--- src/rtl/sar_search_ctrl_pkg.sv ---
// rtl/sar_search_ctrl_pkg.sv - shared types and constants for the SAR search controller
package sar_search_ctrl_pkg;

    typedef enum logic [1:0] {
        ST_IDLE  = 2'd0,
        ST_PROBE = 2'd1,
        ST_ZERO  = 2'd2,
        ST_DONE  = 2'd3
    } sar_state_t;

    // Flag vector order is {lower, equal, greater}.
    localparam logic [2:0] FLAG_LOWER   = 3'b100;
    localparam logic [2:0] FLAG_EQUAL   = 3'b010;
    localparam logic [2:0] FLAG_GREATER = 3'b001;

    localparam int DEFAULT_W       = 16;
    localparam int DEFAULT_TIMEOUT = 255;

    function automatic logic flags_onehot(input logic [2:0] f);
        return (f == FLAG_LOWER) || (f == FLAG_EQUAL) || (f == FLAG_GREATER);
    endfunction

endpackage

--- src/rtl/sar_search_ctrl.sv ---
// rtl/sar_search_ctrl.sv - successive-approximation search initiator for the magnitude-compare path
module sar_search_ctrl
    import sar_search_ctrl_pkg::*;
#(
    parameter int W       = DEFAULT_W,
    parameter int TIMEOUT = DEFAULT_TIMEOUT
) (
    input  logic         clk_i,
    input  logic         rst_i,
    input  logic         start_i,
    input  logic         abort_i,
    output logic [W-1:0] probe_o,
    output logic         probe_valid_o,
    input  logic         cmp_valid_i,
    input  logic         cmp_lower_i,
    input  logic         cmp_equal_i,
    input  logic         cmp_greater_i,
    output logic         busy_o,
    output logic         done_o,
    output logic [W-1:0] result_o,
    output logic         found_o,
    output logic         none_o,
    output logic         err_o
);

    localparam int IW = $clog2(W);
    localparam int CW = $clog2(TIMEOUT + 1);

    sar_state_t     state_q;
    logic [W-1:0]   acc_q, probe_q, result_q;
    logic [IW-1:0]  idx_q;
    logic [CW-1:0]  wait_q;
    logic           probe_valid_q, busy_q, done_q, found_q, none_q, err_q;

    logic [2:0]     flags;
    logic [W-1:0]   bit_w, acc_d;

    assign flags = {cmp_lower_i, cmp_equal_i, cmp_greater_i};
    assign bit_w = {{(W-1){1'b0}}, 1'b1} << idx_q;
    // A lower or equal response means this probe still satisfies f(probe) <= threshold.
    assign acc_d = (cmp_lower_i || cmp_equal_i) ? (acc_q | bit_w) : acc_q;

    always_ff @(posedge clk_i) begin
        if (rst_i) begin
            state_q       <= ST_IDLE;
            acc_q         <= '0;
            idx_q         <= IW'(W - 1);
            wait_q        <= '0;
            probe_q       <= '0;
            probe_valid_q <= 1'b0;
            busy_q        <= 1'b0;
            done_q        <= 1'b0;
            result_q      <= '0;
            found_q       <= 1'b0;
            none_q        <= 1'b0;
            err_q         <= 1'b0;
        end else begin
            done_q <= 1'b0;
            if (abort_i && state_q != ST_IDLE) begin
                state_q       <= ST_IDLE;
                probe_valid_q <= 1'b0;
                busy_q        <= 1'b0;
                wait_q        <= '0;
            end else begin
                case (state_q)
                    ST_IDLE: begin
                        if (start_i) begin
                            acc_q         <= '0;
                            found_q       <= 1'b0;
                            none_q        <= 1'b0;
                            err_q         <= 1'b0;
                            idx_q         <= IW'(W - 1);
                            wait_q        <= '0;
                            probe_q       <= {1'b1, {(W-1){1'b0}}};
                            probe_valid_q <= 1'b1;
                            busy_q        <= 1'b1;
                            state_q       <= ST_PROBE;
                        end
                    end
                    ST_PROBE, ST_ZERO: begin
                        if (cmp_valid_i) begin
                            wait_q <= '0;
                            if (!flags_onehot(flags)) begin
                                err_q         <= 1'b1;
                                probe_valid_q <= 1'b0;
                                state_q       <= ST_DONE;
                            end else if (state_q == ST_ZERO) begin
                                found_q       <= cmp_equal_i;
                                none_q        <= cmp_greater_i;
                                probe_valid_q <= 1'b0;
                                state_q       <= ST_DONE;
                            end else if (cmp_equal_i) begin
                                acc_q         <= acc_d;
                                found_q       <= 1'b1;
                                probe_valid_q <= 1'b0;
                                state_q       <= ST_DONE;
                            end else begin
                                acc_q <= acc_d;
                                if (idx_q == '0) begin
                                    if (acc_d == '0) begin
                                        probe_q <= '0;
                                        state_q <= ST_ZERO;
                                    end else begin
                                        probe_valid_q <= 1'b0;
                                        state_q       <= ST_DONE;
                                    end
                                end else begin
                                    idx_q   <= idx_q - 1'b1;
                                    probe_q <= acc_d | (bit_w >> 1);
                                end
                            end
                        end else if (wait_q == CW'(TIMEOUT - 1)) begin
                            err_q         <= 1'b1;
                            probe_valid_q <= 1'b0;
                            state_q       <= ST_DONE;
                        end else begin
                            wait_q <= wait_q + 1'b1;
                        end
                    end
                    ST_DONE: begin
                        done_q   <= 1'b1;
                        result_q <= acc_q;
                        busy_q   <= 1'b0;
                        state_q  <= ST_IDLE;
                    end
                    default: state_q <= ST_IDLE;
                endcase
            end
        end
    end

    assign probe_o       = probe_q;
    assign probe_valid_o = probe_valid_q;
    assign busy_o        = busy_q;
    assign done_o        = done_q;
    assign result_o      = result_q;
    assign found_o       = found_q;
    assign none_o        = none_q;
    assign err_o         = err_q;

endmodule
--- config.mk ---
export PLATFORM = sky130hd
export DESIGN_NAME = sar_search_ctrl
export DESIGN_NICKNAME = d
export VERILOG_FILES = /design/src/rtl/sar_search_ctrl_pkg.sv /design/src/rtl/sar_search_ctrl.sv
export SDC_FILE = /design/constraint.sdc
export NUM_CORES = 1
export LEC_CHECK = 0
export ABC_AREA = 1
export CAP_MARGIN = 10
export CORE_MARGIN = 4
export CORE_UTILIZATION = 50
export CTS_BUF_LIST = sky130_fd_sc_hd__clkbuf_4 sky130_fd_sc_hd__clkbuf_8 sky130_fd_sc_hd__clkbuf_16
export CTS_CLUSTER_DIAMETER = 40
export CTS_CLUSTER_SIZE = 20
export DETAILED_ROUTE_END_ITERATION = 12
export GPL_TIMING_DRIVEN = 0
export PLACE_DENSITY = 0.77
export REMOVE_ABC_BUFFERS = 1
export SLEW_MARGIN = 40
export SYNTH_ARGS = -nofsm -noshare
export SYNTH_HDL_FRONTEND = slang
export SYNTH_SLANG_ARGS = --single-unit
--- constraint.sdc ---
create_clock -name clk_i -period 1.8 [get_ports clk_i]
set_input_delay 0.27 -clock clk_i [delete_from_list [all_inputs] [get_ports clk_i]]
set_output_delay 0.27 -clock clk_i [all_outputs]
set_load 0.1 [all_outputs]
==> key figures <==
Status
  – Outcome: complete, but fails checks
  – Failing checks: negative setup slack

Synth
  – Syn Std Cell Area: 3435 sq um
  – Register bit count reported by yosys: 68
  – Number of enable flip-flop cells after synthesis: 0
  – Async S/R FF share, synth: 0%
  – Most frequently used flop master after synthesis: dfxtp_1
  – Avg Inst Size Synth: 6.911 sq um
  – Synth cell types: 31
  – YS warnings: 0
  – Top post-synthesis cells by area: dfxtp_1, nand2_1, nor2_1, inv_1, a21oi_1
  – Synth area leader: dfxtp_1
  – Most frequent cell after synthesis: nand2_1
  – Synthesized netlist cell count: 497
  – Seq/Total Area, Yosys: 39.64%
  – Commonest cells in the netlist: nand2_1, dfxtp_1, nor2_1
  – Post-synth top area share: 39.64%

CTS
  – CTS tree: built
  – CTS Buffer Depth: 2
  – H-tree depth: 3
  – Root Buffer: clkbuf_8
  – Worst-path clk slew: 80 ps
  – Worst-Skew Late Latency: 360 ps
  – CTS Sinks: 68
  – CTS Buf Count: 9

Setup path
  – Path depth of the worst reg2reg path: 11
  – Critical Path Max Stage Delay: 380 ps
  – Crit path arrival time: 2220 ps
  – Crit path depth: 11
  – CP Max Fanout: 4
  – Setup CP Type: register to register
  – WP data required: 2060 ps
  – CP bufs+invs: 3
  – Delay-heaviest family, CP: simple AND/OR/NAND/NOR gates
  – Setup slack, reg-to-reg: -170 ps
  – Critical Path Most Common Cell: nand2_1
  – Startpoint Class: register
  – CP max stage cell: dfxtp_4
  – CP cell instances: inv_4 > ha_4 > nand2_4 > buf_4 > inv_1 > a21boi_1 > nand2_1 > nor2_2 > nand2_1 > nand2_1 > a21oi_1
  – Worst Setup End Kind: register

Final layout
  – Net count, final: 608
  – FF/Latch Area: 1384 sq um
  – Fillers: 401
  – Layout area overhead: 41.89%
  – Fraction of layout cells with a size suffix above 1: 36.70%
  – Antenna diodes: 0
  – Fin util: 75.03%
  – Multi-input gate area: 2160 sq um

Timing
  – Setup violators final: 27
  – Final hold vios: 0
  – Crit share post-route: 109.2%
  – Relative slew slack: 60.71%
  – Peak Freq: 508.8 MHz
  – Worst slew pin tran: 588.7 ps
  – Final min period: 1965 ps
  – Final Max Tran Viols: 0
  – Final Skew: 9.924 ps
  – Setup ws final: -165.5 ps
  – Setup repair after global routing missed its margin: yes

Power and ir drop
  – Max VDD drop: 0.8597 mV
  – Power Density: 1992 nW/um^2
  – Leakage power: 0.002313 uW
  – Tot Pwr: 9707 uW

Worst hold path
  – HP Class: register to register
  – Hold depth: 2

Drt
  – Number of remaining DRC errors: 0
  – Final WL: 11460 um
  – Number of nets with antenna violations after routing: 0
  – Violation count after the first detailed-route iteration: 324
  – Via count: 3805
  – Drt wl/cell: 17.08 um
  – Avg Vias per Cell: 5.671
  – Drt pass-1 iters: 7

Global routing
  – First-pass GRT wire length: 14430 um
  – Number of global-route vias before repair: 3179
  – Initial antenna violation count: 0
  – Largest net degree at the start of global routing: 35
  – GRT Util Overall: 21.34%
  – Grt ovf: 0

Floorplan
  – Std cell rows: 29
  – Die area: 8259 sq um
  – Horiz. Die Dim: 90.88 um
  – Initial core utilization: 52.88%
  – Die height: 90.88 um
  – I/O Pins: 46
  – Core Region: 6495 sq um

Job
  – Maxcap violations: 0

Placed design
  – RePlAce Congestion: 0.9282
  – Final HPWL DP: 5552 um
  – Count of input and output buffers: 45
==> layout by cell type (no fill, tap or decap), types with 5 or more instances in the layout <==
cell type | synthesis | layout
dfxtp_4 | 0 | 6
nand3_1 | 27 | 16
a21oi_1 | 41 | 35
clkdlybuf4s50_1 | 0 | 5
a21oi_2 | 0 | 6
nand2_1 | 115 | 93
nand3_2 | 2 | 12
buf_4 | 2 | 38
o21ai_0 | 33 | 32
nor2_1 | 68 | 57
buf_2 | 3 | 38
buf_6 | 4 | 5
dfxtp_1 | 68 | 62
inv_1 | 64 | 48
nor2_2 | 6 | 12
clkbuf_8 | 0 | 11
nand2_4 | 2 | 11
ha_4 | 0 | 5
inv_2 | 4 | 11
nor2_4 | 1 | 7
nand2_2 | 10 | 22
nor3_1 | 7 | 7
==> per-stage QoR <==
step           worst slack, ps  std cells  cell area (sq um)  TNS [ps]  hold WS [ps]
5_1_grt                 -243.5        671               4873     -4991         479.3
3_3_place_gp             -1073        604               3884    -43520         433.5
3_5_place_dp            -876.0        604               3705    -27220         448.4
6_report                -165.5        671               4873     -2795         459.9
4_1_cts                 -79.60        640               4299    -902.9         459.5
2_1_floorplan           -407.3        482               3337    -11910         339.1
==> logic make-up (layout without fill, tap and decap cells) <==
group,count (synthesis),after routing,share of synthesized area (%)
buffers and inverters,83,176,10.27
XOR/XNOR,3,3,0.7652
AO/OA/AOI/OAI,89,90,14.35
AND/OR/NAND/NOR,243,246,30.97
flip-flops,68,68,39.64
adder cells (fa/ha/maj),11,11,4.007
==> state kept, by name, summed over array words and instances, names as in the netlist <==
signal         flops
acc_q             16
busy_o             1
done_o             1
err_o              1
found_o            1
idx_q              4
none_o             1
probe_o           16
probe_valid_o      1
result_o          16
state_q            2
wait_q             8
==> metal layers <==
metal | global-route usage [%] | up-vias | part of all wire [%]
met2 | 33.79 | 213 | 47
met3 | 4.083 | 78 | 7.8
met5 | 0 | - | 0
met1 | 27.99 | 1749 | 40
li1 | - | 1765 | -
met4 | 9.925 | 0 | 5.7
==> worst register-to-register path: cells and delay by family, from the launching register on <==
kind                       cells  cell delay, ps
and+or+nand+nor                5             610
DFF                            1             380
AOI/OAI and AO/OA              2             370
adders and majority gates      1             270
buffers and inverters          3             230
==> power by group <==
part | switching, uW | total (uW) | internal (uW)
clock network | 623 | 1620 | 1000
registers | 171 | 1940 | 1770
logic | 4080 | 6150 | 2060
==> repair_timing <==
action                     4_1_cts  5_1_grt
hold endpoints to repair         0        0
pin swaps                       15       39
hold buffers                     0        0
gates resized for setup         49       86
gates cloned                     1        4
setup endpoints to repair       56       50
buffers inserted                19       27
==> cell type report <==
cell class	instances	share of cell area [%]
Clock buffer	11	3.107
Sequential cell	68	28.40
Tap cell	77	1.977
Multi-Input combinational cell	350	44.31
Timing Repair Buffer	92	14.12
Inverter	68	5.905
Clock inverter	5	2.182
==> final timing paths <==
kind                                 start       endpoint
worst max-delay path            state_q[0]  probe_valid_o
worst min-delay path             wait_q[4]      wait_q[4]
worst max register to register  state_q[0]  probe_valid_o
worst min register to register   wait_q[4]      wait_q[4]
No activity file was read; power rests on OpenSTA's default activity.
